File: config.mk
export PLATFORM = sky130hd
export DESIGN_NAME = t_counter_sequencer
export DESIGN_NICKNAME = d
export VERILOG_FILES = /design/src/rtl/t_counter_pkg.sv /design/src/rtl/t_ff_bank.sv /design/src/rtl/t_counter_sequencer.sv
export SDC_FILE = /design/constraint.sdc
export NUM_CORES = 1
export LEC_CHECK = 0
export ABC_CLOCK_PERIOD_IN_PS = 5100
export BUFFER_PORTS_ARGS = -buffer_cell sky130_fd_sc_hd__buf_2
export CORE_MARGIN = 8
export CORE_UTILIZATION = 28
export CTS_CLUSTER_SIZE = 28
export DETAILED_ROUTE_END_ITERATION = 12
export SLEW_MARGIN = 10
export SYNTH_ARGS = -nofsm -noshare
export SYNTH_HDL_FRONTEND = slang
export SYNTH_HIERARCHICAL = 1
export SYNTH_SLANG_ARGS = --single-unit
File: constraint.sdc
create_clock -name CLK -period 5.1 [get_ports CLK]
set_clock_uncertainty 0.15 [all_clocks]
set_input_delay 1.02 -clock CLK [delete_from_list [all_inputs] [get_ports CLK]]
set_output_delay 1.02 -clock CLK [all_outputs]
set_load 0.005 [all_outputs]
File: src/rtl/t_counter_pkg.sv
// t_counter_pkg: state encoding shared by the T flip-flop counter sequencer
package t_counter_pkg;
    typedef logic [1:0] state_t;
    localparam state_t ST_IDLE  = 2'd0;
    localparam state_t ST_RUN   = 2'd1;
    localparam state_t ST_PAUSE = 2'd2;
    localparam state_t ST_DONE  = 2'd3;
endpackage

File: src/rtl/t_ff_bank.sv
// t_ff_bank: WIDTH toggle flip-flops with asynchronous active-low reset
module t_ff_bank #(
    parameter int WIDTH = 4
) (
    input  logic             CLK,
    input  logic             RST,
    input  logic [WIDTH-1:0] T,
    output logic [WIDTH-1:0] Q
);
    logic [WIDTH-1:0] q_q, q_d;
    always_comb q_d = q_q ^ T;
    always_ff @(posedge CLK or negedge RST) begin
        if (!RST) q_q <= '0;
        else      q_q <= q_d;
    end
    assign Q = q_q;
endmodule

File: src/rtl/t_counter_sequencer.sv
// t_counter_sequencer: FSM computing per-bit toggles to load/clear/count a T flip-flop register
module t_counter_sequencer #(
    parameter int WIDTH = 4
) (
    input  logic             CLK,
    input  logic             RST,
    input  logic             START,
    input  logic             STOP,
    input  logic             CLEAR,
    input  logic             LOAD,
    input  logic [WIDTH-1:0] LOAD_VAL,
    input  logic             UP,
    input  logic [WIDTH-1:0] LIMIT,
    output logic [WIDTH-1:0] Q,
    output logic             BUSY,
    output logic             DONE
);
    import t_counter_pkg::*;
    state_t state_q, state_d;
    logic [WIDTH-1:0] t, up_t, dn_t;
    // a bit toggles when all lower bits are about to carry (up) or borrow (down)
    assign up_t[0] = 1'b1;
    assign dn_t[0] = 1'b1;
    for (genvar i = 1; i < WIDTH; i++) begin : g_tv
        assign up_t[i] = &Q[i-1:0];
        assign dn_t[i] = &(~Q[i-1:0]);
    end
    always_ff @(posedge CLK or negedge RST) begin
        if (!RST) state_q <= ST_IDLE;
        else      state_q <= state_d;
    end
    always_comb begin
        state_d = state_q;
        t = '0;
        if (CLEAR) begin
            t = Q;
            state_d = ST_IDLE;
        end else begin
            case (state_q)
                ST_IDLE: begin
                    if (LOAD) t = Q ^ LOAD_VAL;
                    else if (START) state_d = ST_RUN;
                end
                ST_RUN: begin
                    if (Q == LIMIT) state_d = ST_DONE;
                    else if (STOP) state_d = ST_PAUSE;
                    else t = UP ? up_t : dn_t;
                end
                ST_PAUSE: begin
                    if (LOAD) t = Q ^ LOAD_VAL;
                    else if (START && !STOP) state_d = ST_RUN;
                end
                default: begin
                    state_d = ST_IDLE;
                    if (LOAD) t = Q ^ LOAD_VAL;
                end
            endcase
        end
    end
    always_comb begin
        BUSY = (state_q == ST_RUN) || (state_q == ST_PAUSE);
        DONE = (state_q == ST_DONE);
    end
    t_ff_bank #(.WIDTH(WIDTH)) u_bank (
        .CLK(CLK),
        .RST(RST),
        .T  (t),
        .Q  (Q)
    );
endmodule

==> metrics.md <==
| Metric | Value |
|---|---|
| Outcome | finished, final reports clean |
| Pins Over Slew Limit | 0 |
| Data arrival time of the worst path | around 1.1 ns |
| Top fanout value on the critical path | 3 |
| PwrDens | 443 mW/mm^2 |
| Relative slew slack | 78.7% |
| Setup-violating endpoint count in the final report | 0 |
| Total of flip-flops plus latches after synthesis | 6 |
| RePlAce Congestion | 0.756 |
| Worst hold path class | flop to flop |
| Fraction of layout cells with a size suffix above 1 | 31.3% |
| Clock Tree Buf Depth | 2 |
| Gr ovfl total | 0 |
| Total length of routed wires | about 1300 um |
| Antenna viol nets, final | 0 |
| DRT Pass-1 Iters | 4 |
| Post-cts resize count | 0 |
| Core region area | roughly 0.0017 mm^2 |
| Via count of the first global-routing pass | 483 |
| Level count of the clock H-tree | 1 |
| Post-CTS Setup Bufs | 0 |
| Detail-routed net length per standard cell | about 12 um |
| Number of nets at the end of the flow | about 100 |
| Diode insertion count for antenna repair | 0 |
| Sequential cell area fraction in the yosys report | ~28% |
| Ratio of final minimum period to clock period | about 45% |
| Critical setup path kind | flop to output port |
| Count of filler cells inserted in the layout | ~190 |
| Setup tns final | 0 ns |
| Width of the chip | ~59 um |
| Count of different cell masters after synthesis | 24 |
| Slowest stage cell on the critical path | dfrtp_1 |
| Row Count | 15 |
| Delay of the slowest cell on the worst path | around 0.37 ns |
| Maximum operating frequency | between 400 and 500 MHz |
| Type of element capturing the critical path | output port |
| Hpwl dp | 1070 um |
| Static leakage power | between 0.3 and 0.4 nW |
| Number of clock sinks seen by CTS | 6 |
| Cells traversed along the worst timing path | inv_1 > ha_1 > buf_2 |
| Maximum Capacitance Violations | 0 |
| Boundary Pins | 21 |
| Die height | slightly below 60 um |
| Clock latency on the worst-skew pair | ~0.25 ns |
| Highest-count cells in the layout ignoring fill and taps | buf_2, o21ai_0, nor2_1, dfrtp_1 |
| Total die area | about 0.0035 mm^2 |
| Global routing usage summed across all routing layers | about 8.1% |
| Wire length of the first global-routing pass | 2130 um |
| Slew at the pin with the worst max-slew slack | between 0.3 and 0.4 ns |
| CTS tree | done |
| Synthesis-to-layout area growth | 27.7% |
| Worst voltage drop across the vdd grid | between 150 and 200 uV |
| Buffers on Ports | 20 |
| Final core area utilization | just under 40% |
| Hold Vio Cnt, Final | 0 |
| Average instance area after synthesis | about 8.5 um^2 |
| Synthesis warning total | 6 |
| DRC viols | 0 |
| Required time worst endpoint | just under 4 ns |
| Number of DRC markers in iteration 0 | 11 |
| Pin count of the biggest net entering global routing | 14 |
| Initial Utilization | between 30% and 40% |
| Average vias per placed instance | 4.71 |
| Clk root buf | clkbuf_4 |
| Via count | 509 |
| Minimum period implied by the final worst setup slack | about 2.3 ns |
| Number of antenna violations at the first check in global routing | 0 |
| Cts-stage hold buffer count | 0 |
| Most common library cell in the layout ignoring fill and taps | buf_2 |
| Gate Count Post-Synth | 62 |
| Clock buffers created by TritonCTS | 3 |
| Netlist area before placement | 528 um^2 |
| Startpoint type of the worst setup path | flop |
| Setup repair after global routing missed its margin | no |
| Net count after synthesis | between 80 and 90 |
| CTS clk-pin slew, worst paths | 0.04 ns |
-- metrics by stage --
stage	worst slack, ns	total power (W)	cells	cell area, um^2	hold slack, ns
global route	2.74	0.000331	108	674	0.420
CTS	2.82	0.000305	108	674	0.398
finish	2.83	0.000299	108	674	0.390
detailed placement	2.58	0.000258	105	652	0.391
global placement	2.64	0.000255	105	652	0.382
floorplan	2.83	0.000207	62	528	0.380
-- Yosys cell counts --
master / number / area share [%]
nor3_1: 2 / 1.9
xnor2_1: 5 / 8.3
dfrtp_1: 6 / 28
nor4b_1: 1 / 1.7
nand2_1: 2 / 1.4
o21ai_1: 1 / 0.95
clkbuf_1: 2 / 1.4
or3b_1: 1 / 1.7
a21boi_0: 1 / 1.4
o21bai_1: 1 / 1.4
or4_1: 1 / 1.4
ha_1: 4 / 9.5
and3_2: 1 / 1.4
o311ai_1: 1 / 1.7
inv_1: 3 / 2.1
a21oi_1: 3 / 2.8
o21ai_0: 9 / 8.5
nand2b_1: 2 / 2.4
and4_2: 1 / 1.9
a41oi_2: 1 / 3.1
xor2_1: 5 / 8.3
a31oi_1: 1 / 1.2
nor3b_1: 2 / 2.8
nor2_1: 6 / 4.3
-- critical path: cells and delay by family (launching register included) --
family	cells	cell delay, ns
flip-flops	1	0.37
buffers and inverters	2	0.21
adder cells (fa/ha/maj)	1	0.28
-- power breakdown --
group	switching (W)	total (W)	internal, W	leakage [nW]
registers	0.0000369	0.000107	0.0000701	0.0735
logic	0.0000731	0.000148	0.0000749	0.214
clock network	0.0000174	0.0000440	0.0000266	0.0138
total	0.000127	0.000299	0.000172	0.301
-- cells by family (layout without fill, tap and decap cells) --
kind of cell / Yosys count / after routing / synth area share (%)
fa+ha+maj: 4 / 4 / 9.48
compound gates: 18 / 18 / 21.1
buf+inv: 5 / 26 / 3.55
flops: 6 / 6 / 28.4
xor+xnor: 10 / 10 / 16.6
simple gates: 19 / 19 / 20.9
-- final timing paths --
check | start | to | slack [ns] | depth (start not counted)
min reg2reg | u_bank/Q[3] | u_bank/Q[3] | 0.39 | 1
min in group asynchronous | RST | u_bank/Q[2] | 0.44 | 1
min | u_bank/Q[3] | u_bank/Q[3] | 0.39 | 1
max in group asynchronous | RST | u_bank/Q[0] | 4.22 | 1
max reg2reg | state_q[1] | u_bank/Q[3] | 3.15 | 7
max | state_q[0] | BUSY | 2.83 | 3
-- per-layer routing --
metal / up-vias / track usage [%] / share of wire, %
li1: 263 / - / -
met3: 5 / 3.47 / 11
met5: - / 0 / 0
met1: 223 / 9.44 / 47
met4: 0 / 7.17 / 3.2
met2: 18 / 10.8 / 39
-- sequential cells by signal, indices dropped and copies added (netlist names) --
signal	count
state_q	2
u_bank/Q	4
-- cell type report --
class | count | area, um^2 | share of cell area (%)
timing repair buffer | 20 | 100 | 14.8
multi-input combinational | 51 | 359 | 53.2
clock buffer | 3 | 22.5 | 3.34
tap | 25 | 31.3 | 4.64
sequential | 6 | 150 | 22.3
inverter | 3 | 11.3 | 1.67
Power figures use the tool's default switching activity.
